**config.mk**
```make
export PLATFORM = sky130hd
export DESIGN_NAME = writeback_arbiter_flat
export DESIGN_NICKNAME = d
export VERILOG_FILES = /design/src/rtl/wb_pkg.sv /design/src/rtl/writeback_arbiter_if.sv /design/src/rtl/wb_fifo.sv /design/src/rtl/writeback_arbiter.sv /design/src/flat_wrapper.sv
export SDC_FILE = /design/constraint.sdc
export NUM_CORES = 1
export LEC_CHECK = 0
export BUFFER_PORTS_ARGS = -buffer_cell sky130_fd_sc_hd__clkbuf_2
export CAP_MARGIN = 25
export CELL_PAD_IN_SITES_DETAIL_PLACEMENT = 0
export CELL_PAD_IN_SITES_GLOBAL_PLACEMENT = 1
export CORE_MARGIN = 4
export CORE_UTILIZATION = 51
export CTS_CLUSTER_SIZE = 40
export DETAILED_ROUTE_END_ITERATION = 12
export PLACE_DENSITY_LB_ADDON = 0.1
export SYNTH_ARGS = -nofsm -noshare
export SYNTH_HDL_FRONTEND = slang
export SYNTH_SLANG_ARGS = --single-unit
```
**constraint.sdc**
```tcl
create_clock -name clk -period 3.9 [get_ports clk]
set_input_delay 0.78 -clock clk [delete_from_list [all_inputs] [get_ports clk]]
set_output_delay 0.78 -clock clk [all_outputs]
set_load 0.05 [all_outputs]
```
**src/rtl/wb_pkg.sv**
```systemverilog
// Shared types and defaults for the register-file write-back stage.
package wb_pkg;

    localparam int unsigned REG_ADDR_W       = 5;
    localparam int unsigned XLEN             = 32;
    localparam int unsigned FIFO_DEPTH_DEF   = 4;
    localparam int unsigned STARVE_LIMIT_DEF = 8;

    typedef struct packed {
        logic [REG_ADDR_W-1:0] rd;
        logic [XLEN-1:0]       data;
    } wb_entry_t;

endpackage : wb_pkg

```
**src/rtl/writeback_arbiter_if.sv**
```systemverilog
// Write-back bus: ALU and slow-path result inputs, register-file write port, status.
// Forwarding signals exist only when WB_FWD_EN is defined.
interface writeback_arbiter_if #(
    parameter int unsigned FIFO_DEPTH = 4
);
    import wb_pkg::*;

    logic                      alu_valid;
    logic [REG_ADDR_W-1:0]     alu_rd;
    logic [XLEN-1:0]           alu_data;
    logic                      mem_valid;
    logic                      mem_ready;
    logic [REG_ADDR_W-1:0]     mem_rd;
    logic [XLEN-1:0]           mem_data;
    logic                      stall_alu;
    logic [$clog2(FIFO_DEPTH):0] fifo_count;
    logic                      we;
    logic [REG_ADDR_W-1:0]     wr;
    logic [XLEN-1:0]           wd;
`ifdef WB_FWD_EN
    logic [REG_ADDR_W-1:0]     rr1;
    logic [REG_ADDR_W-1:0]     rr2;
    logic                      fwd1_hit;
    logic                      fwd2_hit;
    logic [XLEN-1:0]           fwd1_data;
    logic [XLEN-1:0]           fwd2_data;
`endif

    // Producer / consumer side (execute units, register file, decode)
    modport master (
        output alu_valid, alu_rd, alu_data, mem_valid, mem_rd, mem_data,
        input  mem_ready, stall_alu, fifo_count, we, wr, wd
`ifdef WB_FWD_EN
        , output rr1, rr2
        , input  fwd1_hit, fwd2_hit, fwd1_data, fwd2_data
`endif
    );

    // Arbiter side
    modport slave (
        input  alu_valid, alu_rd, alu_data, mem_valid, mem_rd, mem_data,
        output mem_ready, stall_alu, fifo_count, we, wr, wd
`ifdef WB_FWD_EN
        , input  rr1, rr2
        , output fwd1_hit, fwd2_hit, fwd1_data, fwd2_data
`endif
    );

endinterface : writeback_arbiter_if

```
**src/rtl/wb_fifo.sv**
```systemverilog
// Synchronous FIFO of write-back entries; DEPTH must be a power of two (>=2).
module wb_fifo
    import wb_pkg::*;
#(
    parameter  int unsigned DEPTH = 4,
    localparam int unsigned CNT_W = $clog2(DEPTH) + 1
) (
    input  logic             clk,
    input  logic             rst,
    input  logic             push,
    input  logic             pop,
    input  wb_entry_t        din,
    output wb_entry_t        dout,
    output logic             full,
    output logic             empty,
    output logic [CNT_W-1:0] count
);

    localparam int unsigned PTR_W = $clog2(DEPTH);

    wb_entry_t        mem_q [DEPTH];
    logic [PTR_W-1:0] wr_ptr_q;
    logic [PTR_W-1:0] rd_ptr_q;
    logic [CNT_W-1:0] count_q;
    logic             do_push;
    logic             do_pop;

    assign full    = (count_q == CNT_W'(DEPTH));
    assign empty   = (count_q == '0);
    assign count   = count_q;
    assign dout    = mem_q[rd_ptr_q];
    assign do_push = push && !full;
    assign do_pop  = pop && !empty;

    // Pointers wrap naturally because DEPTH is a power of two
    always_ff @(posedge clk or posedge rst) begin
        if (rst) begin
            wr_ptr_q <= '0;
            rd_ptr_q <= '0;
            count_q  <= '0;
        end else begin
            if (do_push) wr_ptr_q <= wr_ptr_q + PTR_W'(1);
            if (do_pop)  rd_ptr_q <= rd_ptr_q + PTR_W'(1);
            if (do_push && !do_pop)      count_q <= count_q + CNT_W'(1);
            else if (do_pop && !do_push) count_q <= count_q - CNT_W'(1);
        end
    end

    always_ff @(posedge clk) begin
        if (do_push) mem_q[wr_ptr_q] <= din;
    end

endmodule : wb_fifo

```
**src/rtl/writeback_arbiter.sv**
```systemverilog
// Register-file write-back: ALU results win, slow-path results queue in a FIFO,
// starvation of the FIFO raises a one-cycle ALU stall. Optional bypass: WB_FWD_EN.
module writeback_arbiter
    import wb_pkg::*;
#(
    parameter int unsigned FIFO_DEPTH   = FIFO_DEPTH_DEF,
    parameter int unsigned STARVE_LIMIT = STARVE_LIMIT_DEF
) (
    input logic                clk,
    input logic                rst,
    writeback_arbiter_if.slave bus
);

    localparam int unsigned CNT_W    = $clog2(FIFO_DEPTH) + 1;
    localparam int unsigned STARVE_W = $clog2(STARVE_LIMIT + 1);

    wb_entry_t             head;
    wb_entry_t             tail_in;
    logic                  fifo_full;
    logic                  fifo_empty;
    logic [CNT_W-1:0]      fifo_count;
    logic                  push_c;
    logic                  pop_c;

    logic                  we_q,     we_n;
    logic [REG_ADDR_W-1:0] wr_q,     wr_n;
    logic [XLEN-1:0]       wd_q,     wd_n;
    logic [STARVE_W-1:0]   starve_q, starve_n;
    logic                  stall_q,  stall_n;

    // x0 results are accepted from the slow path but never stored
    assign tail_in = '{rd: bus.mem_rd, data: bus.mem_data};
    assign push_c  = bus.mem_valid && !fifo_full && (bus.mem_rd != '0);
    assign pop_c   = !bus.alu_valid && !fifo_empty;

    wb_fifo #(.DEPTH(FIFO_DEPTH)) u_fifo (
        .clk   (clk),
        .rst   (rst),
        .push  (push_c),
        .pop   (pop_c),
        .din   (tail_in),
        .dout  (head),
        .full  (fifo_full),
        .empty (fifo_empty),
        .count (fifo_count)
    );

    // Arbitration and starve counter next state
    always_comb begin
        we_n     = 1'b0;
        wr_n     = wr_q;
        wd_n     = wd_q;
        starve_n = '0;
        stall_n  = 1'b0;
        if (bus.alu_valid) begin
            we_n = (bus.alu_rd != '0);
            wr_n = bus.alu_rd;
            wd_n = bus.alu_data;
        end else if (!fifo_empty) begin
            we_n = 1'b1;
            wr_n = head.rd;
            wd_n = head.data;
        end
        if (bus.alu_valid && !fifo_empty) begin
            if (starve_q == STARVE_W'(STARVE_LIMIT - 1)) stall_n = 1'b1;
            else                                         starve_n = starve_q + STARVE_W'(1);
        end
    end

    always_ff @(posedge clk or posedge rst) begin
        if (rst) begin
            we_q     <= 1'b0;
            wr_q     <= '0;
            wd_q     <= '0;
            starve_q <= '0;
            stall_q  <= 1'b0;
        end else begin
            we_q     <= we_n;
            wr_q     <= wr_n;
            wd_q     <= wd_n;
            starve_q <= starve_n;
            stall_q  <= stall_n;
        end
    end

    // Ready depends only on occupancy, never on the same-cycle pop
    assign bus.mem_ready  = !fifo_full;
    assign bus.fifo_count = fifo_count;
    assign bus.stall_alu  = stall_q;
    assign bus.we         = we_q;
    assign bus.wr         = wr_q;
    assign bus.wd         = wd_q;

`ifdef WB_FWD_EN
    // Bypass for decode: the file returns this write one cycle late
    assign bus.fwd1_hit  = we_q && (wr_q != '0) && (wr_q == bus.rr1);
    assign bus.fwd2_hit  = we_q && (wr_q != '0) && (wr_q == bus.rr2);
    assign bus.fwd1_data = wd_q;
    assign bus.fwd2_data = wd_q;
`endif

endmodule : writeback_arbiter

```
**src/flat_wrapper.sv**
```systemverilog
// flat-port wrapper written by rule: the top's interface ports become plain ports
module writeback_arbiter_flat import wb_pkg::*;
#(
    parameter int unsigned FIFO_DEPTH   = FIFO_DEPTH_DEF,
    parameter int unsigned STARVE_LIMIT = STARVE_LIMIT_DEF
)
  (clk, rst, bus_alu_valid, bus_alu_rd, bus_alu_data, bus_mem_valid, bus_mem_rd, bus_mem_data, bus_mem_ready, bus_stall_alu, bus_fifo_count, bus_we, bus_wr, bus_wd);
  writeback_arbiter_if #(.FIFO_DEPTH(FIFO_DEPTH)) bus_i ();
  input logic clk;
  input logic rst;
  input wire logic [$bits(bus_i.alu_valid)-1:0] bus_alu_valid;
  input wire logic [$bits(bus_i.alu_rd)-1:0] bus_alu_rd;
  input wire logic [$bits(bus_i.alu_data)-1:0] bus_alu_data;
  input wire logic [$bits(bus_i.mem_valid)-1:0] bus_mem_valid;
  input wire logic [$bits(bus_i.mem_rd)-1:0] bus_mem_rd;
  input wire logic [$bits(bus_i.mem_data)-1:0] bus_mem_data;
  output wire logic [$bits(bus_i.mem_ready)-1:0] bus_mem_ready;
  output wire logic [$bits(bus_i.stall_alu)-1:0] bus_stall_alu;
  output wire logic [$bits(bus_i.fifo_count)-1:0] bus_fifo_count;
  output wire logic [$bits(bus_i.we)-1:0] bus_we;
  output wire logic [$bits(bus_i.wr)-1:0] bus_wr;
  output wire logic [$bits(bus_i.wd)-1:0] bus_wd;
  assign bus_i.alu_valid = bus_alu_valid;
  assign bus_i.alu_rd = bus_alu_rd;
  assign bus_i.alu_data = bus_alu_data;
  assign bus_i.mem_valid = bus_mem_valid;
  assign bus_i.mem_rd = bus_mem_rd;
  assign bus_i.mem_data = bus_mem_data;
  assign bus_mem_ready = bus_i.mem_ready;
  assign bus_stall_alu = bus_i.stall_alu;
  assign bus_fifo_count = bus_i.fifo_count;
  assign bus_we = bus_i.we;
  assign bus_wr = bus_i.wr;
  assign bus_wd = bus_i.wd;
  writeback_arbiter #(.FIFO_DEPTH(FIFO_DEPTH), .STARVE_LIMIT(STARVE_LIMIT)) u_core (.clk(clk), .rst(rst), .bus(bus_i));
endmodule
```
# Yosys cells after proc, flatten, opt, wreduce, memory -nomap -nowiden
# Memories as Yosys holds them, arrays and structs flattened.
# Index checks and enable logic that the tools add are counted.
# W data, S select, Z words.
[totals] register_bits=50 latch_bits=0 ramBits=148 romBits=0 inputBits=78 out_inout_bits=43 elab_cells=48 memories=1
[op_classes] addsub=5 mul=0 div_mod_pow=0 magnitude_cmp=0 eq_ne=3 shifts=0 mux=14 bitwise=0 n_reduce_logical=17
[mem_list] name="u_core.u_fifo.mem_q" words=4 word_bits=37 rd=1 rd_clocked_by_memory_dff=0 wr=1 line="wb_fifo.sv:21" text="wb_entry_t mem_q [DEPTH];"
[ops] operator="$mux W32" count=2
[ops] operator="$mux W5" count=2
[ops] operator="$reduce_bool A5 Y1" count=2
[ops] operator="$logic_and A1 B1 Y1" count=8
[ops] operator="$mux W4" count=2
[ops] operator="$mux W1" count=6
[ops] operator="$mux W3" count=2
[ops] operator="$logic_not A1 Y1" count=5
[ops] operator="$add A2 B1 Y2 const B" count=2
[ops] operator="$add A4 B1 Y4 const B" count=1
[ops] operator="$eq A4 B3 Y1 const B" count=1
[ops] operator="$add A3 B1 Y3 const B" count=1
[ops] operator="$eq A3 B3 Y1 const B" count=1
[ops] operator="$logic_not A3 Y1" count=1
[ops] operator="$sub A3 B1 Y3 const B" count=1
[ops] operator="$ne A2 B2 Y1 const B" count=1
[ops] operator="$reduce_bool A2 Y1" count=1

# Longest topological paths before layout
[logic_depth] word_depth=9 mapped_depth=10 ltp_nobuf=8

# By module
# A second synthesis with hierarchy kept.
[unflattened] hier_cells=420 hier_area_um2=7739.9
[by_module_without_submodules] module="wb_fifo" n_inst=1 cells_per_inst=229 area_each_um2=5753.0 seq_area_each_um2=4619.4
[by_module_without_submodules] module="writeback_arbiter" n_inst=1 cells_per_inst=191 area_each_um2=1986.9 seq_area_each_um2=1076.0

# Least setup slack after synthesis
# No wires, ideal clock.
[synth_path] kind="register -> register" from="reg u_core.u_fifo.count_q[2] (netlist: u_core.u_fifo.count[2])" to="reg u_core.u_fifo.count_q[1] (netlist: u_core.u_fifo.count[1])" setup_time_ns=0.125 arrival_ns=2.523 t_required_ns=3.775 setup_slack_ns=1.252 stages_incl_launch_ff=7 path_buffers=0 period_less_slack_ns=2.648 path_cell_list="dfrtp_1 or3b_1 o211a_4 ha_1 inv_1 fa_1 mux2_2"
[synth_between] elab_chain_cells=8 elab_cells_between_ends=15 cone_classes="eq/ne (1); mux (1); reduce/logical (13)"
[synth_lines] item="start: declaration" line="wb_fifo.sv:24" text="logic [CNT_W-1:0] count_q;"
[synth_lines] item="start signal: assignment" line="wb_fifo.sv:44" text="if (do_push && !do_pop) count_q <= count_q + CNT_W'(1);"
[synth_lines] item="start signal: assignment" line="wb_fifo.sv:45" text="else if (do_pop && !do_push) count_q <= count_q - CNT_W'(1);"
[synth_lines] item="$eq A3 B3 Y1 *" line="wb_fifo.sv:28" text="assign full = (count_q == CNT_W'(DEPTH));"
[synth_lines] item="$logic_not A1 Y1 *"
[synth_lines] item="named net bus_mem_ready" line="flat_wrapper.sv:17" text="output wire logic [$bits(bus_i.mem_ready)-1:0] bus_mem_ready;"
[synth_lines] item="$logic_and A1 B1 Y1 (2 in series)" line="writeback_arbiter.sv:33" text="assign push_c = bus.mem_valid && !fifo_full && (bus.mem_rd != '0);"
[synth_lines] item="$logic_and A1 B1 Y1 *" line="wb_fifo.sv:32" text="assign do_push = push && !full;"
[synth_lines] item="named net u_core.u_fifo.do_push" line="wb_fifo.sv:25" text="logic do_push;"
[synth_lines] item="$logic_not A1 Y1" line="wb_fifo.sv:45"
[synth_lines] item="$logic_and A1 B1 Y1" line="wb_fifo.sv:45"
[synth_lines] item="$reduce_bool A2 Y1 (no line)"
# Mark *: on every way through the listed nets, which the timed path passes. The rest lies on a longest branch.
# A chain may end at the register's enable or synchronous reset.

# Worst setup path in the final report
[layout_path] from="reg u_core.u_fifo.count_q[2] (netlist: u_core.u_fifo.count[2])" to="reg u_core.u_fifo.count_q[2] (netlist: u_core.u_fifo.count[2])"
[layout_between] elab_chain_cells=8 elab_cells_between_ends=18 cone_classes="add/sub (2); eq/ne (1); mux (2); reduce/logical (13)"
[layout_lines] item="$eq A3 B3 Y1" line="wb_fifo.sv:28"
[layout_lines] item="$logic_not A1 Y1" line="wb_fifo.sv:32, writeback_arbiter.sv:33"
[layout_lines] item="$logic_and A1 B1 Y1 (2 in series)" line="writeback_arbiter.sv:33"
[layout_lines] item="$logic_and A1 B1 Y1" line="wb_fifo.sv:32"
[layout_lines] item="$logic_not A1 Y1" line="wb_fifo.sv:45"
[layout_lines] item="$logic_and A1 B1 Y1" line="wb_fifo.sv:45"
[layout_lines] item="$reduce_bool A2 Y1 (no line)"
# Parallel ways exist; a longest one is shown, timed or not. The select of a mux whose other input is x is not followed.

==> results.json <==
{
  "setup_viol": 0,
  "synthesis.nets": 492,
  "pwr-share-seq_pct": 44.2,
  "endpoint_kind": "flip-flop",
  "h-tree-depth": 4,
  "cts_buffers": 17,
  "finalMaxSlewViolations": 0,
  "avgRoutedWirePerCell_um": 19.1,
  "initial_core_util_pct": 52.3,
  "slew_headroom_pct": 34.6,
  "ys_ff_latch": 198,
  "combinationalPowerShare_pct": 31.3,
  "die_x_um": 130,
  "finalSetupTns_ns": 0,
  "wl_met2_um": 6770,
  "cp.arrival_ns": 2.93,
  "clkPwrFrac_pct": 24.5,
  "vias_per_cell": 5.43,
  "switching_share_pct": 34.6,
  "ir_drop_mv": 0.419,
  "rows": 44,
  "topRoutingLayerUsed": "met4",
  "pin_count": 121,
  "nets": 620,
  "die_y_um": 130,
  "synth.largest_area_cell": "edfxtp_1",
  "total_power_uw": 7000,
  "clock_latency_ns": 0.42,
  "cts-root-buf": "clkbuf_16",
  "core-area_sq_um": 14600,
  "detail-route-antenna-nets": 0,
  "grt_pass1_vias": 4185,
  "seq_area_sq_um": 5700,
  "p_per_area_nw_per_um2": 772,
  "vias": 3975,
  "worstSetupStartpointType": "flip-flop",
  "die-area_sq_um": 17000,
  "drt-total-wl_um": 14000,
  "synth_area_per_cell_sq_um": 18.8,
  "cts.sinks": 198,
  "grt_pass1_wl_um": 22100,
  "yosysWarnings": 0,
  "drv_cap": 0,
  "worst-r2r-setup-slack_ns": 1.31,
  "first_iter_violations": 263,
  "r2r_cells": 9,
  "switching_power_uw": 2420,
  "layout-drive-gt1-share_pct": 39.1,
  "met3_length_um": 898,
  "hp-class": "in2async",
  "cts_hold_buf": 0,
  "worst_slew_pin_slew_ns": 0.982,
  "path_clk_slew_ns": 0.07,
  "fill_cells": 1078,
  "track_usage_pct": 17.6,
  "synthTopCellsByArea": "edfxtp_1 58%, dfrtp_1 16%, mux4_2 11%",
  "netlist_instances": 407,
  "finClkSkew_ns": 0.00579,
  "hold_viol": 0,
  "multiInputGateArea_sq_um": 1700,
  "clockBufferDepth": 2,
  "antennaDiodeCount": 0,
  "criticalPathCategory": "reg2reg",
  "place.gp.congestion": 0.747,
  "gr-total-overflow": 0,
  "holdWs_ns": 0.381,
  "m1WireLength_um": 6000,
  "post-cts-setup-buffers": 0,
  "grt_max_degree": 44,
  "cts_resized": 0,
  "intPower_uw": 4570,
  "synth_area_sq_um": 7630,
  "io_buffers": 120,
  "status": "finished, final reports clean",
  "first_pass_iters": 4,
  "fmax_ghz": 0.386,
  "synthToLayoutAreaGrowth_pct": 18.8,
  "cp.required_ns": 4.24,
  "cts_tree": "built",
  "crit_path_max_fanout": 39,
  "synth_top_area_share_pct": 58.2,
  "hpwlAfterDp_um": 8500,
  "drc": 0,
  "p_leak_uw": 0.00348,
  "synth_cell_types": 36,
  "period_minus_slack_ns": 2.59,
  "finalCritPeriodShare_pct": 66.4,
  "grt_setup_unrepaired": "no",
  "antenna_found_initial": 0,
  "synth-seq-area-share_pct": 74.6
}
worst paths after layout:
check                                                        start                                 end
worst min register to register        u_core.starve_q[0]$_DFF_PP0_        u_core.starve_q[0]$_DFF_PP0_
worst max-delay path            u_core.u_fifo.count[2]$_DFFE_PP0P_  u_core.u_fifo.count[2]$_DFFE_PP0P_
worst min-delay path                                           rst        u_core.starve_q[2]$_DFF_PP0_
worst max register to register  u_core.u_fifo.count[2]$_DFFE_PP0P_  u_core.u_fifo.count[2]$_DFFE_PP0P_
max in group asynchronous                                      rst       u_core.bus.wd[21]$_DFFE_PP0P_
min in group clk                      u_core.starve_q[0]$_DFF_PP0_        u_core.starve_q[0]$_DFF_PP0_
power by group through the flow:
stage          sequential, uW  combinational [uW]  clock, uW
4_1_cts                  3110                2200       1750
6_report                 3090                2190       1720
3_3_place_gp             3120                2180          0
2_1_floorplan            3620                1140          0
3_5_place_dp             3140                2200          0
5_1_grt                  3150                2370       1850
layout by cell type (no fill, tap or decap), types with 7 or more instances in the layout:
cell type / netlist / routed
edfxtp_1: 148 / 148
dfrtp_1: 50 / 48
a22oi_1: 31 / 31
clkbuf_16: 0 / 17
clkbuf_2: 0 / 120
inv_1: 37 / 36
o21ai_1: 7 / 7
mux4_2: 37 / 37
nand2b_1: 7 / 7
o21ai_0: 24 / 24
worst max-delay path: stages (launching register included):
cell and delay, ns:
dfrtp_1 0.46, nor3_2 0.37, or2_1 0.15, buf_4 0.39, ha_1 0.27, inv_1 0.07
fa_1 0.37, xor2_1 0.17, nor2_1 0.11, xor2_1 0.16
synth_stat cells:
| master | number |
|---|---|
| or4_4 | 1 |
| mux2_4 | 1 |
| edfxtp_1 | 148 |
| nor4_2 | 1 |
| and2_2 | 4 |
| buf_6 | 2 |
| a22oi_1 | 31 |
| nor3b_1 | 2 |
| dfrtp_1 | 50 |
| o221a_2 | 5 |
| nand2b_1 | 7 |
| fa_1 | 1 |
| o21ai_0 | 24 |
| nor4_1 | 1 |
| o211a_4 | 1 |
| buf_2 | 6 |
| or3b_1 | 1 |
| mux4_2 | 37 |
| a21oi_1 | 1 |
| nor3_1 | 1 |
| inv_1 | 37 |
| nand3b_1 | 1 |
| a31oi_1 | 1 |
| clkbuf_1 | 7 |
| o21ai_1 | 7 |
| or2_1 | 1 |
| xnor2_1 | 4 |
| mux2_2 | 1 |
| xor2_1 | 3 |
| buf_1 | 1 |
| nor2_1 | 6 |
| mux2i_1 | 2 |
| nand3_1 | 1 |
| buf_4 | 3 |
| ha_1 | 6 |
| nor3_2 | 1 |
flip-flops by register name, summed over array words and instances (netlist names):
name / flops
u_core.bus.wd: 32
u_core.u_fifo.mem_q: 148
u_core.u_fifo.rd_ptr_q: 2
u_core.u_fifo.wr_ptr_q: 2
u_core.bus.stall_alu: 1
u_core.u_fifo.count: 3
u_core.starve_q: 4
u_core.bus.wr: 5
u_core.bus.we: 1
final cells by class:
cell class              count  share of cell area (%)
flip-flops and latches    198                    62.9
multi-input cells         153                    18.8
well taps                 184                    2.54
clock inverters            14                    1.67
inverters                  37                    1.53
clock buffers              18                    4.84
repair buffers            128                    7.78
routing by layer:
layer	vias to the layer above	track usage, %
met3	21	4.34
met5	-	0
met1	1980	24.2
met2	131	27.1
li1	1843	-
met4	0	7.50
through the flow:
| stage | instances | util, % | instance area (sq um) | setup WS [ns] |
|---|---|---|---|---|
| 3_3_place_gp | 697 | 57.6 | 8410 | 1.12 |
| 2_1_floorplan | 407 | - | 7630 | 1.25 |
| 4_1_cts | 730 | 61.8 | 9020 | 1.28 |
| 5_1_grt | 732 | 62.1 | 9060 | 1.08 |
| 3_5_place_dp | 698 | 57.8 | 8430 | 1.07 |
| 6_report | 732 | 62.1 | 9060 | 1.31 |
logic make-up after synthesis:
kind of cell               Yosys count  synth area share, %
DFF                                198                 74.6
AOI/OAI and AO/OA                   70                 6.20
buffers and inverters               56                 3.20
muxes                               41                 11.5
and+or+nand+nor                     28                 2.41
xor gates and xnor gates             7                0.803
adders and majority gates            7                 1.25
No activity file was read; power rests on OpenSTA's default activity.
